`src/rtl/pulse_train_gen_pkg.sv`:
```
// Shared types and width helpers for the pulse train generator.
package pulse_train_gen_pkg;

  // Control states: idle, pulse-high, pulse-low gap, done.
  typedef enum logic [1:0] {
    T0 = 2'd0,
    T1 = 2'd1,
    T2 = 2'd2,
    T3 = 2'd3
  } state_e;

  // Default pulse-count width and the matching remaining-pulse counter width.
  localparam int WIDTH_DEF = 4;
  localparam int CNTW_DEF  = WIDTH_DEF + 1;

  // Remaining-pulse counter is one bit wider so that N=0 (2^WIDTH) fits.
  function automatic int cnt_width(input int width);
    return width + 1;
  endfunction

  // Phase counter holds at most max(hi, lo)-1.
  function automatic int phase_width(input int hi, input int lo);
    int m;
    m = (hi > lo) ? hi : lo;
    return (m <= 2) ? 1 : $clog2(m);
  endfunction

endpackage

```
`src/rtl/pulse_down_counter.sv`:
```
// Loadable saturating down counter with a count==1 terminal flag.
module pulse_down_counter #(
  parameter int W = 4
) (
  input  logic         clk_i,
  input  logic         rst_ni,
  input  logic         load_i,
  input  logic [W-1:0] load_val_i,
  input  logic         dec_i,
  output logic [W-1:0] count_o,
  output logic         one_o
);

  logic [W-1:0] count_q;
  logic [W-1:0] count_d;

  // Load has priority over decrement; decrement stops at zero.
  always_comb begin
    count_d = count_q;
    if (load_i) begin
      count_d = load_val_i;
    end else if (dec_i && (count_q != '0)) begin
      count_d = count_q - W'(1);
    end
  end

  // Count register, cleared asynchronously.
  always_ff @(posedge clk_i or negedge rst_ni) begin
    if (!rst_ni) begin
      count_q <= '0;
    end else begin
      count_q <= count_d;
    end
  end

  assign count_o = count_q;
  assign one_o   = (count_q == W'(1));

endmodule

```
`src/rtl/pulse_train_gen.sv`:
```
// Pulse train generator: on start, emits N pulses on X, then a one-cycle G.
//
// Handshake: S is a single-cycle request accepted only in idle with A low;
// A cancels a train in progress (pulse-high or gap) without producing G.
// S, A and N are sampled on the rising clock edge; every output is a flop.
module pulse_train_gen
  import pulse_train_gen_pkg::*;
#(
  parameter int WIDTH    = WIDTH_DEF,
  parameter int HIGH_CYC = 1,
  parameter int LOW_CYC  = 1
) (
  input  logic             CLK,
  input  logic             rst_n,
  input  logic             S,
  input  logic             A,
  input  logic [WIDTH-1:0] N,
  output logic             X,
  output logic             G,
  output logic             busy,
  output logic [WIDTH:0]   q
);

  localparam int CNTW = cnt_width(WIDTH);
  localparam int PW   = phase_width(HIGH_CYC, LOW_CYC);

  state_e state_q;
  logic   x_q, g_q, busy_q;

  logic            rem_load, rem_dec, rem_one;
  logic [CNTW-1:0] rem_val, rem_cnt;
  logic            ph_load, ph_dec, ph_one_unused;
  logic [PW-1:0]   ph_val, ph_cnt;
  logic            ph_zero;

  assign ph_zero = (ph_cnt == '0);

  // Counter controls derived from the current state and sampled inputs.
  always_comb begin
    rem_load = 1'b0;
    rem_val  = '0;
    rem_dec  = 1'b0;
    ph_load  = 1'b0;
    ph_val   = '0;
    ph_dec   = 1'b0;
    case (state_q)
      T0: begin
        if (S && !A) begin
          rem_load = 1'b1;
          rem_val  = (N == '0) ? {1'b1, {WIDTH{1'b0}}} : {1'b0, N};
          ph_load  = 1'b1;
          ph_val   = PW'(HIGH_CYC - 1);
        end
      end
      T1: begin
        if (A) begin
          rem_load = 1'b1;
          ph_load  = 1'b1;
        end else if (!ph_zero) begin
          ph_dec = 1'b1;
        end else begin
          rem_dec = 1'b1;
          if (!rem_one) begin
            ph_load = 1'b1;
            ph_val  = PW'(LOW_CYC - 1);
          end
        end
      end
      T2: begin
        if (A) begin
          rem_load = 1'b1;
          ph_load  = 1'b1;
        end else if (!ph_zero) begin
          ph_dec = 1'b1;
        end else begin
          ph_load = 1'b1;
          ph_val  = PW'(HIGH_CYC - 1);
        end
      end
      default: begin
      end
    endcase
  end

  // Control FSM with registered X, G and busy.
  always_ff @(posedge CLK or negedge rst_n) begin
    if (!rst_n) begin
      state_q <= T0;
      x_q     <= 1'b0;
      g_q     <= 1'b0;
      busy_q  <= 1'b0;
    end else begin
      case (state_q)
        T0: begin
          g_q <= 1'b0;
          if (S && !A) begin
            x_q     <= 1'b1;
            busy_q  <= 1'b1;
            state_q <= T1;
          end
        end
        T1: begin
          if (A) begin
            x_q     <= 1'b0;
            busy_q  <= 1'b0;
            state_q <= T0;
          end else if (ph_zero) begin
            x_q <= 1'b0;
            if (rem_one) begin
              g_q     <= 1'b1;
              state_q <= T3;
            end else begin
              state_q <= T2;
            end
          end
        end
        T2: begin
          if (A) begin
            x_q     <= 1'b0;
            busy_q  <= 1'b0;
            state_q <= T0;
          end else if (ph_zero) begin
            x_q     <= 1'b1;
            state_q <= T1;
          end
        end
        T3: begin
          g_q     <= 1'b0;
          busy_q  <= 1'b0;
          state_q <= T0;
        end
        default: begin
          x_q     <= 1'b0;
          g_q     <= 1'b0;
          busy_q  <= 1'b0;
          state_q <= T0;
        end
      endcase
    end
  end

  pulse_down_counter #(.W(CNTW)) u_rem_cnt (
    .clk_i      (CLK),
    .rst_ni     (rst_n),
    .load_i     (rem_load),
    .load_val_i (rem_val),
    .dec_i      (rem_dec),
    .count_o    (rem_cnt),
    .one_o      (rem_one)
  );

  pulse_down_counter #(.W(PW)) u_phase_cnt (
    .clk_i      (CLK),
    .rst_ni     (rst_n),
    .load_i     (ph_load),
    .load_val_i (ph_val),
    .dec_i      (ph_dec),
    .count_o    (ph_cnt),
    .one_o      (ph_one_unused)
  );

  assign X    = x_q;
  assign G    = g_q;
  assign busy = busy_q;
  assign q    = rem_cnt;

endmodule

```
`config.mk`:
```
export PLATFORM = sky130hd
export DESIGN_NAME = pulse_train_gen
export DESIGN_NICKNAME = d
export VERILOG_FILES = /design/src/rtl/pulse_train_gen_pkg.sv /design/src/rtl/pulse_down_counter.sv /design/src/rtl/pulse_train_gen.sv
export SDC_FILE = /design/constraint.sdc
export NUM_CORES = 1
export LEC_CHECK = 0
export BUFFER_PORTS_ARGS = -buffer_cell sky130_fd_sc_hd__buf_2
export CAP_MARGIN = 20
export CORE_MARGIN = 4
export CORE_UTILIZATION = 53
export DETAILED_ROUTE_END_ITERATION = 16
export PLACE_DENSITY_LB_ADDON = 0.05
export SYNTH_ARGS = -nofsm -noshare
export SYNTH_HDL_FRONTEND = slang
export SYNTH_HIERARCHICAL = 1
export SYNTH_SLANG_ARGS = --single-unit
```
`constraint.sdc`:
```
create_clock -name CLK -period 2.94 [get_ports CLK]
set_clock_uncertainty 0.15 [all_clocks]
set_input_delay 0.147 -clock CLK [delete_from_list [all_inputs] [get_ports CLK]]
set_output_delay 0.147 -clock CLK [all_outputs]
set_load 0.02 [all_outputs]
```
* Word-level counts from Yosys, hierarchy flattened *
Index checks and enable logic that the tools add are counted.

cells by class
  add/sub/neg operators = 2
  multiply operators = 0
  div/mod/pow operators = 0
  magnitude comparators = 0
  equal/unequal tests = 11
  shift operators = 0
  multiplexer cells = 40
  bitwise operators = 0
  reductions and logical operators = 17

operators by type and width
  cell                   number
  $mux W5                5
  $mux W1                24
  $mux W2                5
  $pmux W1 S3            3
  $ne A2 B2 Y1 const B   4
  $pmux W2 S4            1
  $reduce_and A4 Y1      2
  $ne A3 B3 Y1 const B   2
  $reduce_bool A2 Y1     3
  $eq A5 B1 Y1 const B   1
  $reduce_bool A5 Y1     1
  $sub A5 B1 Y5 const B  1
  $eq A2 B2 Y1 const B   2
  $logic_not A4 Y1       1
  $pmux W1 S2            2
  $reduce_or A2 Y1       2
  $logic_and A1 B1 Y1    3
  $reduce_and A3 Y1      1
  $reduce_bool A3 Y1     1
  $eq A2 B1 Y1 const B   1
  $logic_not A2 Y1       1
  $ne A2 B1 Y1 const B   1
  $reduce_and A2 Y1      1
  $logic_not A1 Y1       1
  $sub A1 B1 Y1 const B  1

storage, ports and cells
  register bits after elaboration = 11
  bits in latches = 0
  memory bits (writable) = 0
  ROM bits = 0
  input port bits = 8
  output and inout bits = 8
  memories = 0

* Longest topological paths before layout *
Gate-level depths: netlist of the first run.

  depth after elaboration = 6
  gate-level depth with buffers = 8

* Cells and area by module *
Netlist of the first run, hierarchy kept.

by module, submodules not included
  module                            instances  cells an instance  area each (µm²)  seq. area each (µm²)
  pulse_train_gen                   1          51                 470.5            125.1
  pulse_down_counter (u_rem_cnt)    1          35                 334.1            125.1
  pulse_down_counter (u_phase_cnt)  1          5                  51.3             25.0

* Worst setup path after synthesis of the first run *
OpenSTA, ideal clock, no wires.

  path type = reg2reg
  from = register state_q[1]
  to = register u_rem_cnt.count_q[3] (netlist: u_rem_cnt/count_o[3])
  library setup time = 0.066 ns
  arrival = 1.972 ns
  path slack = 0.752 ns
  stages on the path, launching flop included = 7
  path buffers = 0
  period minus slack after synthesis = 2.188 ns
  cells stage by stage = dfrtp_1 inv_1 ha_1 nor3b_2 or4b_4 a2111oi_2 a221o_1

on the way
  longest elaborated chain between the ends = 4

RTL lines
  element                              line                      RTL
  start: declaration                   pulse_train_gen.sv:27     state_e state_q;
  start signal: assignment             pulse_train_gen.sv:88     state_q <= T0;
  start signal: assignment             pulse_train_gen.sv:99     state_q <= T1;
  start signal: assignment             pulse_train_gen.sv:106    state_q <= T0;
  $eq A2 B1 Y1                         pulse_train_gen.sv:46     case (state_q)
  $mux W1                              pulse_train_gen.sv:46
  named net rem_dec                    pulse_train_gen.sv:30     logic rem_load, rem_dec, rem_one;
  $logic_and A1 B1 Y1                  pulse_down_counter.sv:22  end else if (dec_i && (count_q != '0)) begin
  $reduce_bool A2 Y1 (no source line)  n/a
  end signal: assignment               pulse_down_counter.sv:32  count_q <= count_d;
  end: declaration                     pulse_down_counter.sv:14  logic [W-1:0] count_q;

The timed path passes the listed nets, and every way through them passes these cells.
A chain may end at the register's enable or synchronous reset.

* Worst setup path in the final report of the first run *
Ends and elaborated chain as after synthesis.

==> results of run 1 <==
power groups by stage:
| stage | combinational, mW | clock, mW | sequential (mW) |
|---|---|---|---|
| detailed placement | 0.662 | 0 | 0.290 |
| finish | 0.663 | 0.111 | 0.286 |
| global placement | 0.652 | 0 | 0.285 |
| global route | 0.751 | 0.122 | 0.298 |
| CTS | 0.668 | 0.113 | 0.287 |
| floorplan | 0.470 | 0 | 0.325 |
worst max-delay path by stage:
stage	depth (start not counted)	to	startpoint	slack (ns)
after floorplan	6	u_rem_cnt/count_o[3]	state_q[1]	0.75
after global placement	6	u_rem_cnt/count_o[3]	state_q[1]	0.67
after detailed placement	6	u_rem_cnt/count_o[3]	state_q[1]	0.58
after CTS	6	u_rem_cnt/count_o[3]	state_q[1]	0.55
after global routing	6	u_rem_cnt/count_o[3]	state_q[1]	0.45
final	6	u_rem_cnt/count_o[3]	state_q[1]	0.54
stage by stage:
stage / power [mW] / cells / utilization
6_report: 1.06 / 125 / 0.645
5_1_grt: 1.17 / 125 / 0.645
4_1_cts: 1.07 / 125 / 0.645
3_5_place_dp: 0.952 / 120 / 0.621
3_3_place_gp: 0.937 / 120 / 0.621
2_1_floorplan: 0.795 / 90 / -
layer usage:
layer  up-vias  GRT usage  wire, um
met5         -          0         0
met4         0     0.0968        34
met3         5     0.0451        85
met2        21      0.264       770
met1       339      0.266       843
li1        356          -         -
layout make-up:
type,count,area share
multi-input combinational,70,0.547
sequential,11,0.283
timing repair buffer,17,0.0952
clock buffer,4,0.0270
inverter,7,0.0270
tap,16,0.0206
registers in the layout, summed over array words and instances (netlist names):
name,cells
G,1
X,1
busy,1
state_q,2
u_phase_cnt/count_o,1
u_rem_cnt/count_o,5
timing repair:
action                                 CTS  global route
resized for setup                        0             0
hold buffers                             1             0
endpoints found under the hold margin   11             0
==> flow_metrics.env, run 1 <==
export IMPL_status="finished, final reports clean"
export IMPL_max_stage_delay_ns=0.53
export IMPL_ios=16
export IMPL_dp_slack_ns=0.577
export IMPL_grt_antenna_before_repair=0
export IMPL_postCtsSetupBuffers=0
export IMPL_setup_violations=0
export IMPL_ant_nets=0
export IMPL_syn_inst=90
export IMPL_crit_required_ns=3.01
export IMPL_dr_total_vias=721
export IMPL_r2r_worst_path_cells=6
export IMPL_timing_rr_end="u_rem_cnt/count_o[3]"
export IMPL_worstHoldStart="A"
export IMPL_routabilityCongestion=0.723
export IMPL_ir_drop_uv=824
export IMPL_critical_path_buf_inv_count=1
export IMPL_max_freq_mhz=417
export IMPL_hold_depth=2
export IMPL_cp_top_family="simple AND/OR/NAND/NOR gates"
export IMPL_relSlewSlack=0.561
export IMPL_die_area_um2=2300
export IMPL_cp_max_fo=8
export IMPL_timing_final_crit_share=0.816
export IMPL_nets=125
export IMPL_routedWlPerCell_um=13.9
export IMPL_grt_setup_unrepaired="false"
export IMPL_worstPathArrival_ns=2.47
export IMPL_dr_first_iter_drc_count=11
export IMPL_portBuffers=15
export IMPL_multi_input_comb_area_um2=532
export IMPL_end_kind="flop"
export IMPL_cts_sinks=11
export IMPL_crit_path_top_delay_cell="or4b_4"
export IMPL_drv_cap=0
export IMPL_pwr_share_seq=0.270
export IMPL_whs_endpoint="busy"
export IMPL_dp_final_hpwl_um=1310
export IMPL_mostFrequentLayoutCell="buf_2"
export IMPL_drt_pass1_iterations=4
export IMPL_p_leak_nw=0.451
export IMPL_p_switching_uw=486
export IMPL_grt_overflow=0
export IMPL_grt_max_degree=15
export IMPL_vias_per_cell=5.77
export IMPL_synth_warning_count=6
export IMPL_hold_viol=0
export IMPL_clkPwrFrac=0.105
export IMPL_fp_dieH_um=48.0
export IMPL_min_path_type="input pin to flop"
export IMPL_grt_usage=0.189
export IMPL_die_w_um=48.0
export IMPL_final_cell_mix="15 x buf_2, 11 x dfrtp_1, 9 x nand2_1"
export IMPL_root_buffer="clkbuf_4"
export IMPL_fillers=138
export IMPL_cts_clk_slew_worst_paths_ns=0.08
export IMPL_syn_nets=105
export IMPL_numCtsBuffers=3
export IMPL_r2r_slack_ns=0.54
export IMPL_cts_max_level=1
export IMPL_num_antenna_cells=0
export IMPL_hold_ws_ns=0.0627
export IMPL_netSwitchingFraction=0.458
export IMPL_setup_ws_ns=0.541
export IMPL_drcViolationCount=0
export IMPL_grt_pass1_vias=637
export IMPL_placed_area_um2=936
export IMPL_design_area_um2=972
export IMPL_clock_latency_ns=0.28
export IMPL_maxSlewViolCount=0
export IMPL_core_um2=1510
export IMPL_grt_pass1_wl_um=2920
export IMPL_fin_tns_setup_ns=0
export IMPL_postSynthAreaPerCell_um2=9.43
export IMPL_synth_area_um2=848
export IMPL_pwr_share_comb=0.625
export IMPL_timing_rr_start="state_q[1]"
export IMPL_drive_above_1_share=0.266
export IMPL_register_area_um2=275
export IMPL_worstSetupStartpointType="flop"
export IMPL_period_minus_slack_ns=2.40
export IMPL_drt_wl_total_um=1730
export IMPL_cts_max_path_buffers=2
export IMPL_path_cells="inv_1, ha_1, nor3b_2, or4b_4, a2111oi_2, a221o_1"
export IMPL_start_util=0.563
export IMPL_worstSetupPathType="flop to flop"
export IMPL_cts_tree="done"
export IMPL_internal_power_uw=575
export IMPL_power_density_nw_per_um2=1090
export IMPL_fp_row_count=14
export IMPL_worstMarginPinSlew_ns=0.649
export IMPL_syn_to_final_growth_pct=14.6
(Power assumes the default switching activity.)
==> inputs of run 2 (changes only) <==
--- a/config.mk
+++ b/config.mk
@@ -5,10 +5,11 @@
 export SDC_FILE = /design/constraint.sdc
 export NUM_CORES = 1
 export LEC_CHECK = 0
+export ABC_AREA = 1
 export BUFFER_PORTS_ARGS = -buffer_cell sky130_fd_sc_hd__buf_2
 export CAP_MARGIN = 20
 export CORE_MARGIN = 4
-export CORE_UTILIZATION = 53
+export CORE_UTILIZATION = 48
 export DETAILED_ROUTE_END_ITERATION = 16
 export PLACE_DENSITY_LB_ADDON = 0.05
 export SYNTH_ARGS = -nofsm -noshare
==> constraint.sdc (replaced) <==
create_clock -name CLK -period 2.1 [get_ports CLK]
set_clock_uncertainty 0.15 [all_clocks]
set_input_delay 0.105 -clock CLK [delete_from_list [all_inputs] [get_ports CLK]]
set_output_delay 0.105 -clock CLK [all_outputs]
set_load 0.02 [all_outputs]
==> run 2 against run 1 <==
Clock-buffer cell count stayed put. Cell area up 1.3%. Total power is 37% higher. Critical endpoint unchanged. Largest power group unchanged.
==> flow_metrics.env, run 2 <==
export IMPL_status="finished, final reports clean"
export IMPL_ios=16
export IMPL_nets=159
export IMPL_numPlacedInstances=162
export IMPL_grt_antenna_before_repair=0
export IMPL_synth_area_um2=851
export IMPL_ir_drop_uv=816
export IMPL_power_density_nw_per_um2=1470
export IMPL_numCtsBuffers=3
export IMPL_core_um2=1590
export IMPL_postSynthAreaPerCell_um2=6.86
export IMPL_die_area_um2=2510
export IMPL_dp_slack_ns=0.245
export IMPL_hold_viol=0
export IMPL_path_cells="inv_1, ha_1, nand2_1, a21oi_4, inv_1, nand2_1, nor2_1, nand2_1, nand3_1"
export IMPL_pwr_share_seq=0.259
export IMPL_end_kind="flop"
export IMPL_syn_to_final_growth_pct=15.7
export IMPL_p_switching_uw=741
export IMPL_cts_clk_slew_worst_paths_ns=0.06
export IMPL_worstSetupPathType="flop to flop"
export IMPL_timing_rr_start="state_q[1]"
export IMPL_routedWlPerCell_um=10.7
export IMPL_largest_reg_flops=5
export IMPL_setup_ws_ns=0.218
export IMPL_period_minus_slack_ns=1.88
export IMPL_cp_max_fo=10
export IMPL_critPathLaunch="state_q[1]"
export IMPL_drive_above_1_share=0.189
export IMPL_num_antenna_cells=0
export IMPL_cpMostUsedCell="nand2_1"
export IMPL_drv_cap=0
export IMPL_cts_resized_gates=0
export IMPL_cts_max_path_buffers=2
export IMPL_dp_final_hpwl_um=1410
export IMPL_clock_latency_ns=0.26
export IMPL_drt_pass1_iterations=4
export IMPL_worstPathArrival_ns=1.88
export IMPL_stdcell_count=167
export IMPL_drt_wl_total_um=1780
export IMPL_crit_required_ns=2.10
export IMPL_cts_sinks=11
export IMPL_cts_max_level=1
export IMPL_dr_total_vias=776
export IMPL_crit_path_top_delay_cell="dfrtp_1"
export IMPL_fp_dieH_um=50.1
export IMPL_max_stage_delay_ns=0.41
export IMPL_vias_per_cell=4.65
export IMPL_fillers=150
export IMPL_grt_pass1_vias=701
export IMPL_internal_power_uw=709
export IMPL_p_leak_nw=0.547
export IMPL_portBuffers=15
export IMPL_root_buffer="clkbuf_4"
export IMPL_final_cell_mix="33 x nand2_1, 22 x inv_1, 15 x buf_2"
export IMPL_grt_max_degree=12
export IMPL_fp_row_count=14
export IMPL_design_area_um2=985
export IMPL_routabilityCongestion=0.827
export IMPL_setup_violations=0
export IMPL_syn_inst=124
export IMPL_final_core_util=0.618
export IMPL_cts_tree="done"
export IMPL_synth_warning_count=6
export IMPL_syn_nets=139
export IMPL_grt_overflow=0
export IMPL_max_freq_mhz=531
export IMPL_mostFrequentLayoutCell="nand2_1"
export IMPL_dr_first_iter_drc_count=23
export IMPL_ant_nets=0
export IMPL_min_path_type="input pin to flop"
export IMPL_placed_area_um2=948
export IMPL_grt_pass1_wl_um=3120
export IMPL_worstHoldStart="N[0]"
export IMPL_fin_tns_setup_ns=0
export IMPL_netSwitchingFraction=0.511
export IMPL_grt_usage=0.159
export IMPL_drcViolationCount=0
export IMPL_pwr_share_comb=0.644
export IMPL_maxSlewViolCount=0
export IMPL_clkPwrFrac=0.097
export IMPL_worstSetupStartpointType="flop"
export IMPL_timing_final_crit_share=0.896
export IMPL_die_w_um=50.1
export IMPL_grt_setup_unrepaired="false"
export IMPL_start_util=0.534
## run 2: changes by cell type in the layout (fill, tap and decap cells not counted), sizes merged, moves of 3 or more
cell,before,now
nand2,9,38
inv,7,23
nand3,0,14
nor2,5,11
and2,5,0
nor2b,4,0
o21ai,5,9
a21oi,6,3
nand2b,3,0
## run 2: metrics by stage
| step | total power, mW | hold WS (ns) |
|---|---|---|
| floorplan | 1.11 | -0.341 |
| global placement | 1.29 | -0.161 |
| detailed placement | 1.30 | -0.158 |
| CTS | 1.45 | 0.0471 |
| global route | 1.64 | 0.0637 |
| finish | 1.45 | 0.0534 |
## run 2: worst paths after layout
path / endpoint / slack [ns] / cells past startpoint
min in group asynchronous: G / 0.09 / 2
setup / recovery: u_rem_cnt/count_o[3] / 0.22 / 9
hold / removal: u_rem_cnt/count_o[4] / 0.05 / 6
max in group asynchronous: u_rem_cnt/count_o[4] / 1.50 / 2
hold reg to reg: G / 0.32 / 2
setup reg to reg: u_rem_cnt/count_o[3] / 0.22 / 9
## run 2: timing repair
action,in CTS,in global routing
buffers inserted,0,0
setup endpoints to repair,0,0
hold buffers,1,0
hold endpoints to repair,11,0
## run 2: critical path, delay by kind of cell (launching register included)
family	cells	cell delay [ns]
compound gates	1	0.26
buf+inv	2	0.23
fa+ha+maj	1	0.36
simple gates	5	0.35
flops	1	0.41
## run 2: area by class of cell
cell class	instances	area, um^2	share of cell area
inverter	23	86.3	0.0877
timing repair buffer	16	85.1	0.0864
clock buffer	4	26.3	0.0267
sequential	11	275	0.280
tap	24	30.0	0.0305
multi-input combinational	89	482	0.489
## run 2: power by group through the flow
stage | registers [mW] | clock network (mW) | logic, mW
final | 0.376 | 0.140 | 0.934
after detailed placement | 0.381 | 0 | 0.919
after global routing | 0.393 | 0.163 | 1.08
after floorplan | 0.435 | 0 | 0.671
after global placement | 0.377 | 0 | 0.912
after CTS | 0.378 | 0.147 | 0.926
## run 2: per-layer routing
layer / vias up / global-route usage / wire length [um]
met1: 328 / 0.215 / 878
met4: 0 / 0.0276 / 0
met2: 28 / 0.246 / 775
met3: 0 / 0.0572 / 131
met5: - / 0 / 0
li1: 420 / - / -
